### config.mk
export PLATFORM = sky130hd
export DESIGN_NAME = conv_tap_sequencer
export DESIGN_NICKNAME = d
export VERILOG_FILES = /design/src/rtl/conv_tap_sequencer.sv
export SDC_FILE = /design/constraint.sdc
export NUM_CORES = 1
export LEC_CHECK = 0
export BUFFER_PORTS_ARGS = -buffer_cell sky130_fd_sc_hd__buf_2
export CAP_MARGIN = 20
export CORE_MARGIN = 2
export CORE_UTILIZATION = 30
export CTS_BUF_LIST = sky130_fd_sc_hd__clkbuf_4 sky130_fd_sc_hd__clkbuf_8 sky130_fd_sc_hd__clkbuf_16
export DETAILED_ROUTE_END_ITERATION = 10
export PLACE_DENSITY = 0.49
export SYNTH_ARGS = -nofsm -noshare
export SYNTH_HDL_FRONTEND = slang
export SYNTH_SLANG_ARGS = --single-unit
### constraint.sdc
create_clock -name clk -period 4.15 [get_ports clk]
set_clock_uncertainty 0.15 [all_clocks]
set_input_delay 0 -clock clk [delete_from_list [all_inputs] [get_ports clk]]
set_output_delay 0 -clock clk [all_outputs]
set_load 0.01 [all_outputs]
### src/rtl/conv_tap_sequencer.sv
// Tap sequencer for the shared convolution MAC pipe: walks every (f, i, j, m, n, c)
// point of a stride-1 zero-padded convolution as one valid/ready beat per point.
module conv_tap_sequencer #(
  parameter int WIDTH    = 32,
  parameter int HEIGHT   = 32,
  parameter int CHANNELS = 3,
  parameter int FILTERS  = 28,
  parameter int K        = 3,
  parameter int PAD      = 1,
  localparam int FW  = (FILTERS > 1) ? $clog2(FILTERS) : 1,
  localparam int RW  = (HEIGHT > 1) ? $clog2(HEIGHT) : 1,
  localparam int CLW = (WIDTH > 1) ? $clog2(WIDTH) : 1,
  localparam int CW  = (CHANNELS > 1) ? $clog2(CHANNELS) : 1,
  localparam int KW  = (K > 1) ? $clog2(K) : 1,
  localparam int AW  = (HEIGHT * WIDTH > 1) ? $clog2(HEIGHT * WIDTH) : 1,
  localparam int KRW = (K * K * CHANNELS > 1) ? $clog2(K * K * CHANNELS) : 1
) (
  input  logic           clk,
  input  logic           rst,
  input  logic           start,
  input  logic           abort,
  output logic           busy,
  output logic           done,
  output logic           out_valid,
  input  logic           out_ready,
  output logic [FW-1:0]  filt,
  output logic [RW-1:0]  out_row,
  output logic [CLW-1:0] out_col,
  output logic [CW-1:0]  chan,
  output logic [AW-1:0]  pix_addr,
  output logic [KRW-1:0] kern_row,
  output logic           pad_zero,
  output logic           acc_first,
  output logic           acc_last
);

  typedef enum logic [1:0] {IDLE, RUN, DONE} state_t;

  state_t state, state_n;
  logic [KW-1:0] m_cnt, n_cnt;
  logic clear, step;
  logic c_wrap, n_wrap, m_wrap, j_wrap, i_wrap, f_wrap, last_beat;
  int in_y, in_x;

  assign c_wrap = (chan == CW'(CHANNELS - 1));
  assign n_wrap = (n_cnt == KW'(K - 1));
  assign m_wrap = (m_cnt == KW'(K - 1));
  assign j_wrap = (out_col == CLW'(WIDTH - 1));
  assign i_wrap = (out_row == RW'(HEIGHT - 1));
  assign f_wrap = (filt == FW'(FILTERS - 1));
  assign last_beat = c_wrap && n_wrap && m_wrap && j_wrap && i_wrap && f_wrap;

  // Beat fields are pure functions of the registered counters, so out_ready never reaches them.
  assign in_y = int'(out_row) + int'(m_cnt) - PAD;
  assign in_x = int'(out_col) + int'(n_cnt) - PAD;
  assign pad_zero  = (in_y < 0) || (in_y >= HEIGHT) || (in_x < 0) || (in_x >= WIDTH);
  assign pix_addr  = pad_zero ? '0 : AW'(in_y * WIDTH + in_x);
  assign kern_row  = KRW'(int'(m_cnt) * K * CHANNELS + int'(n_cnt) * CHANNELS + int'(chan));
  assign acc_first = (m_cnt == '0) && (n_cnt == '0) && (chan == '0);
  assign acc_last  = m_wrap && n_wrap && c_wrap;

  assign out_valid = (state == RUN);
  assign done      = (state == DONE);
  assign busy      = (state != IDLE);

  always_comb begin
    state_n = state;
    clear   = 1'b0;
    step    = 1'b0;
    case (state)
      IDLE: begin
        if (start && !abort) begin
          state_n = RUN;
          clear   = 1'b1;
        end
      end
      RUN: begin
        if (abort) begin
          state_n = IDLE;
          clear   = 1'b1;
        end else if (out_ready) begin
          step = 1'b1;
          if (last_beat) state_n = DONE;
        end
      end
      DONE: begin
        state_n = IDLE;
        if (abort) clear = 1'b1;
      end
      default: state_n = IDLE;
    endcase
  end

  // Odometer: the final beat wraps every counter back to zero on its own.
  always_ff @(posedge clk or posedge rst) begin
    if (rst) begin
      state   <= IDLE;
      filt    <= '0;
      out_row <= '0;
      out_col <= '0;
      m_cnt   <= '0;
      n_cnt   <= '0;
      chan    <= '0;
    end else begin
      state <= state_n;
      if (clear) begin
        filt    <= '0;
        out_row <= '0;
        out_col <= '0;
        m_cnt   <= '0;
        n_cnt   <= '0;
        chan    <= '0;
      end else if (step) begin
        chan <= c_wrap ? '0 : chan + 1'b1;
        if (c_wrap)
          n_cnt <= n_wrap ? '0 : n_cnt + 1'b1;
        if (c_wrap && n_wrap)
          m_cnt <= m_wrap ? '0 : m_cnt + 1'b1;
        if (c_wrap && n_wrap && m_wrap)
          out_col <= j_wrap ? '0 : out_col + 1'b1;
        if (c_wrap && n_wrap && m_wrap && j_wrap)
          out_row <= i_wrap ? '0 : out_row + 1'b1;
        if (c_wrap && n_wrap && m_wrap && j_wrap && i_wrap)
          filt <= f_wrap ? '0 : filt + 1'b1;
      end
    end
  end

endmodule

==> impl_metrics.tcl <==
set metrics [dict create \
    setup-violations-final 0 \
    dieArea_sq_um 8510 \
    synth_edf_count 0 \
    synthArstFlopShare_pct 100 \
    syn_to_final_growth_pct 18.1 \
    place_congestion 0.778 \
    tns_ns 0 \
    drcViolationCount 0 \
    clockBufferDepth 2 \
    period_share_pct 92.5 \
    finalWirelength_um 4930 \
    min-delay-start "out_ready" \
    place_inst 399 \
    grt_pass1_vias 1896 \
    core_area_sq_um 7650 \
    hold_depth 4 \
    cts_tree "built" \
    dpl.hpwl_um 3950 \
    worstSetupPathType "reg -> out" \
    status "completed" \
    synth_cell_types 42 \
    vdd_drop_max_mv 0.174 \
    hold_violations 0 \
    startpoint "n_cnt[1]$_DFFE_PP0P_" \
    drtPass1Iterations 4 \
    yosysSeqAreaShare_pct 24.6 \
    cts_sinks 23 \
    synth_area_leaders "dfrtp_1 25%, ha_1 23%, fa_1 6.9%, inv_1 5.5%, a21oi_1 4.9%" \
    ys_warn_count 0 \
    die_w_um 92.3 \
    slew_headroom_pct 38.7 \
    cp-start-kind "flop" \
    antenna_found_initial 0 \
    htree_levels 1 \
    reg2reg_depth 7 \
    antenna_left 0 \
    drtIter0Drc 42 \
    synth_area_sq_um 2340 \
    p_per_area_nw_per_um2 196 \
    slew_violations 0 \
    die_h_um 92.3 \
    synth_most_common_cell "ha_1" \
    min_path_type "in -> reg" \
    post_drt_via_cell_ratio 4.66 \
    syn_inst 258 \
    insertion_delay_ns 0.26 \
    crit_arrival_ns 3.69 \
    p_leak_nw 1.56 \
    critical_path.max_fanout 3 \
    holdPathEnd "out_col[1]$_DFFE_PP0P_" \
    fin_crit_ns 3.84 \
    track_usage_pct 12.7 \
    portBuffers 42 \
    vias 1897 \
    stdcell_count 407 \
    ios 43 \
    fmax_mhz 260 \
    fin_util_pct 36.1 \
    fin_nets 362 \
    r2r_slack_ns 1.90 \
    reg2reg_from "m_cnt[0]$_DFFE_PP0P_" \
    row_count 32 \
    initial_utilization_pct 30.6 \
    drive_gt1_share_pct 21.3 \
    drv_cap 0 \
    ys_ff_latch 23 \
    synth_top_area_share_pct 24.6 \
    worst_pin_slew_ns 0.919 \
    synth_area_per_cell_sq_um 9.06 \
    cts_made_buffers 3 \
    synth_top_area_cell "dfrtp_1" \
    synth_flop_cell "dfrtp_1" \
    root_buffer "clkbuf_8" \
    clkTransAtPathRegs_ns 0.09 \
    worstPathRequired_ns 4.00 \
    antenna_cells 0 \
    overflow 0 \
    rsz0062_at_grt "no" \
    synth_nets 314 \
    endpoint_kind "output pin" \
    grt_max_degree 24 \
    grt_pass1_wl_um 8840 \
    regToRegEndpoint "out_col[3]$_DFFE_PP0P_" \
    synthTopCellsByCount "43 x ha_1, 34 x inv_1, 23 x a21oi_1, 23 x dfrtp_1, 22 x nor2_1" \
    routedWlPerCell_um 12.1 \
]
## registers in the layout (all words and copies together), names as in the netlist
signal	flops
out_row	5
n_cnt	2
state	2
m_cnt	2
filt	5
out_col	5
chan	2
## worst max path at each step
stage	cells past startpoint	endpoint	slack (ns)
CTS	19	pix_addr[9]	0.17
global route	19	pix_addr[9]	0.009
global placement	19	pix_addr[9]	0.56
floorplan	19	pix_addr[9]	0.42
finish	19	pix_addr[9]	0.31
detailed placement	19	pix_addr[9]	0.49
## per-layer routing
layer | routed length, um | vias to the layer above | global-route usage [%]
met5 | 0 | - | 0
met4 | 46 | 0 | 2.99
met3 | 152 | 5 | 1.73
met2 | 2310 | 29 | 21.7
met1 | 2410 | 889 | 17.0
li1 | - | 974 | -
## cells in the final DEF (no fill, tap or decap), types with 4 or more instances in the layout
cell,n
fa_1,8
mux2i_1,9
xor2_1,6
buf_2,42
nand3_1,11
dfrtp_2,4
a21o_1,7
ha_1,42
a21oi_1,23
nor2_1,22
inv_1,34
nand2_1,11
xnor2_1,4
dfrtp_1,19
nor3_1,15
o21ai_0,9
## final cells by class
| class | instances | area (sq um) |
|---|---|---|
| Fill cell | 799 | 4890 |
| Clock inverter | 1 | 5.00 |
| Clock buffer | 3 | 41.3 |
| Sequential cell | 23 | 581 |
| Timing Repair Buffer | 48 | 263 |
| Tap cell | 102 | 128 |
| Inverter | 35 | 133 |
| Multi-Input combinational cell | 195 | 1610 |
## worst max-delay path: stages, from the launching register on
cell,delay [ns]
dfrtp_2,0.42
inv_1,0.11
ha_1,0.24
inv_1,0.06
ha_1,0.15
inv_1,0.05
fa_1,0.40
inv_1,0.07
a21oi_1,0.06
o21bai_1,0.16
xnor2_1,0.17
ha_2,0.21
inv_1,0.05
fa_1,0.39
inv_1,0.07
a21o_1,0.12
a21oi_1,0.08
xnor3_1,0.33
nor3_1,0.13
buf_2,0.16
## logic make-up after synthesis
group                    Yosys count  synth area share (%)
adder cells (fa/ha/maj)           51                  29.9
buffers and inverters             40                  6.53
flip-flops                        23                  24.6
multiplexers                       9                  3.85
AND/OR/NAND/NOR                   78                  18.8
XOR/XNOR                          11                  4.71
AO/OA/AOI/OAI                     46                  11.6
## timing repair
item	in CTS	in global routing
gates resized for setup	0	5
hold endpoints to repair	26	0
buffers inserted	0	1
hold buffers	3	0
endpoints found under the setup margin	0	1
## report_power, final
part / internal [W] / leakage (nW) / switching [W]
clock: 0.0000670 / 0.0255 / 0.0000731
combinational: 0.0000580 / 1.23 / 0.0000919
sequential: 0.000233 / 0.313 / 0.0000175
total: 0.000358 / 1.56 / 0.000183
## metrics by stage
stage | total power [W] | instance area, sq um | hold slack [ns] | setup slack [ns]
2_1_floorplan | 0.000354 | 2340 | -0.148 | 0.419
3_3_place_gp | 0.000407 | 2670 | 0.113 | 0.563
3_5_place_dp | 0.000407 | 2670 | 0.108 | 0.487
4_1_cts | 0.000555 | 2750 | 0.0344 | 0.169
5_1_grt | 0.000583 | 2760 | 0.0568 | 0.00924
6_report | 0.000541 | 2760 | 0.0414 | 0.310
(Power assumes the default switching activity.)
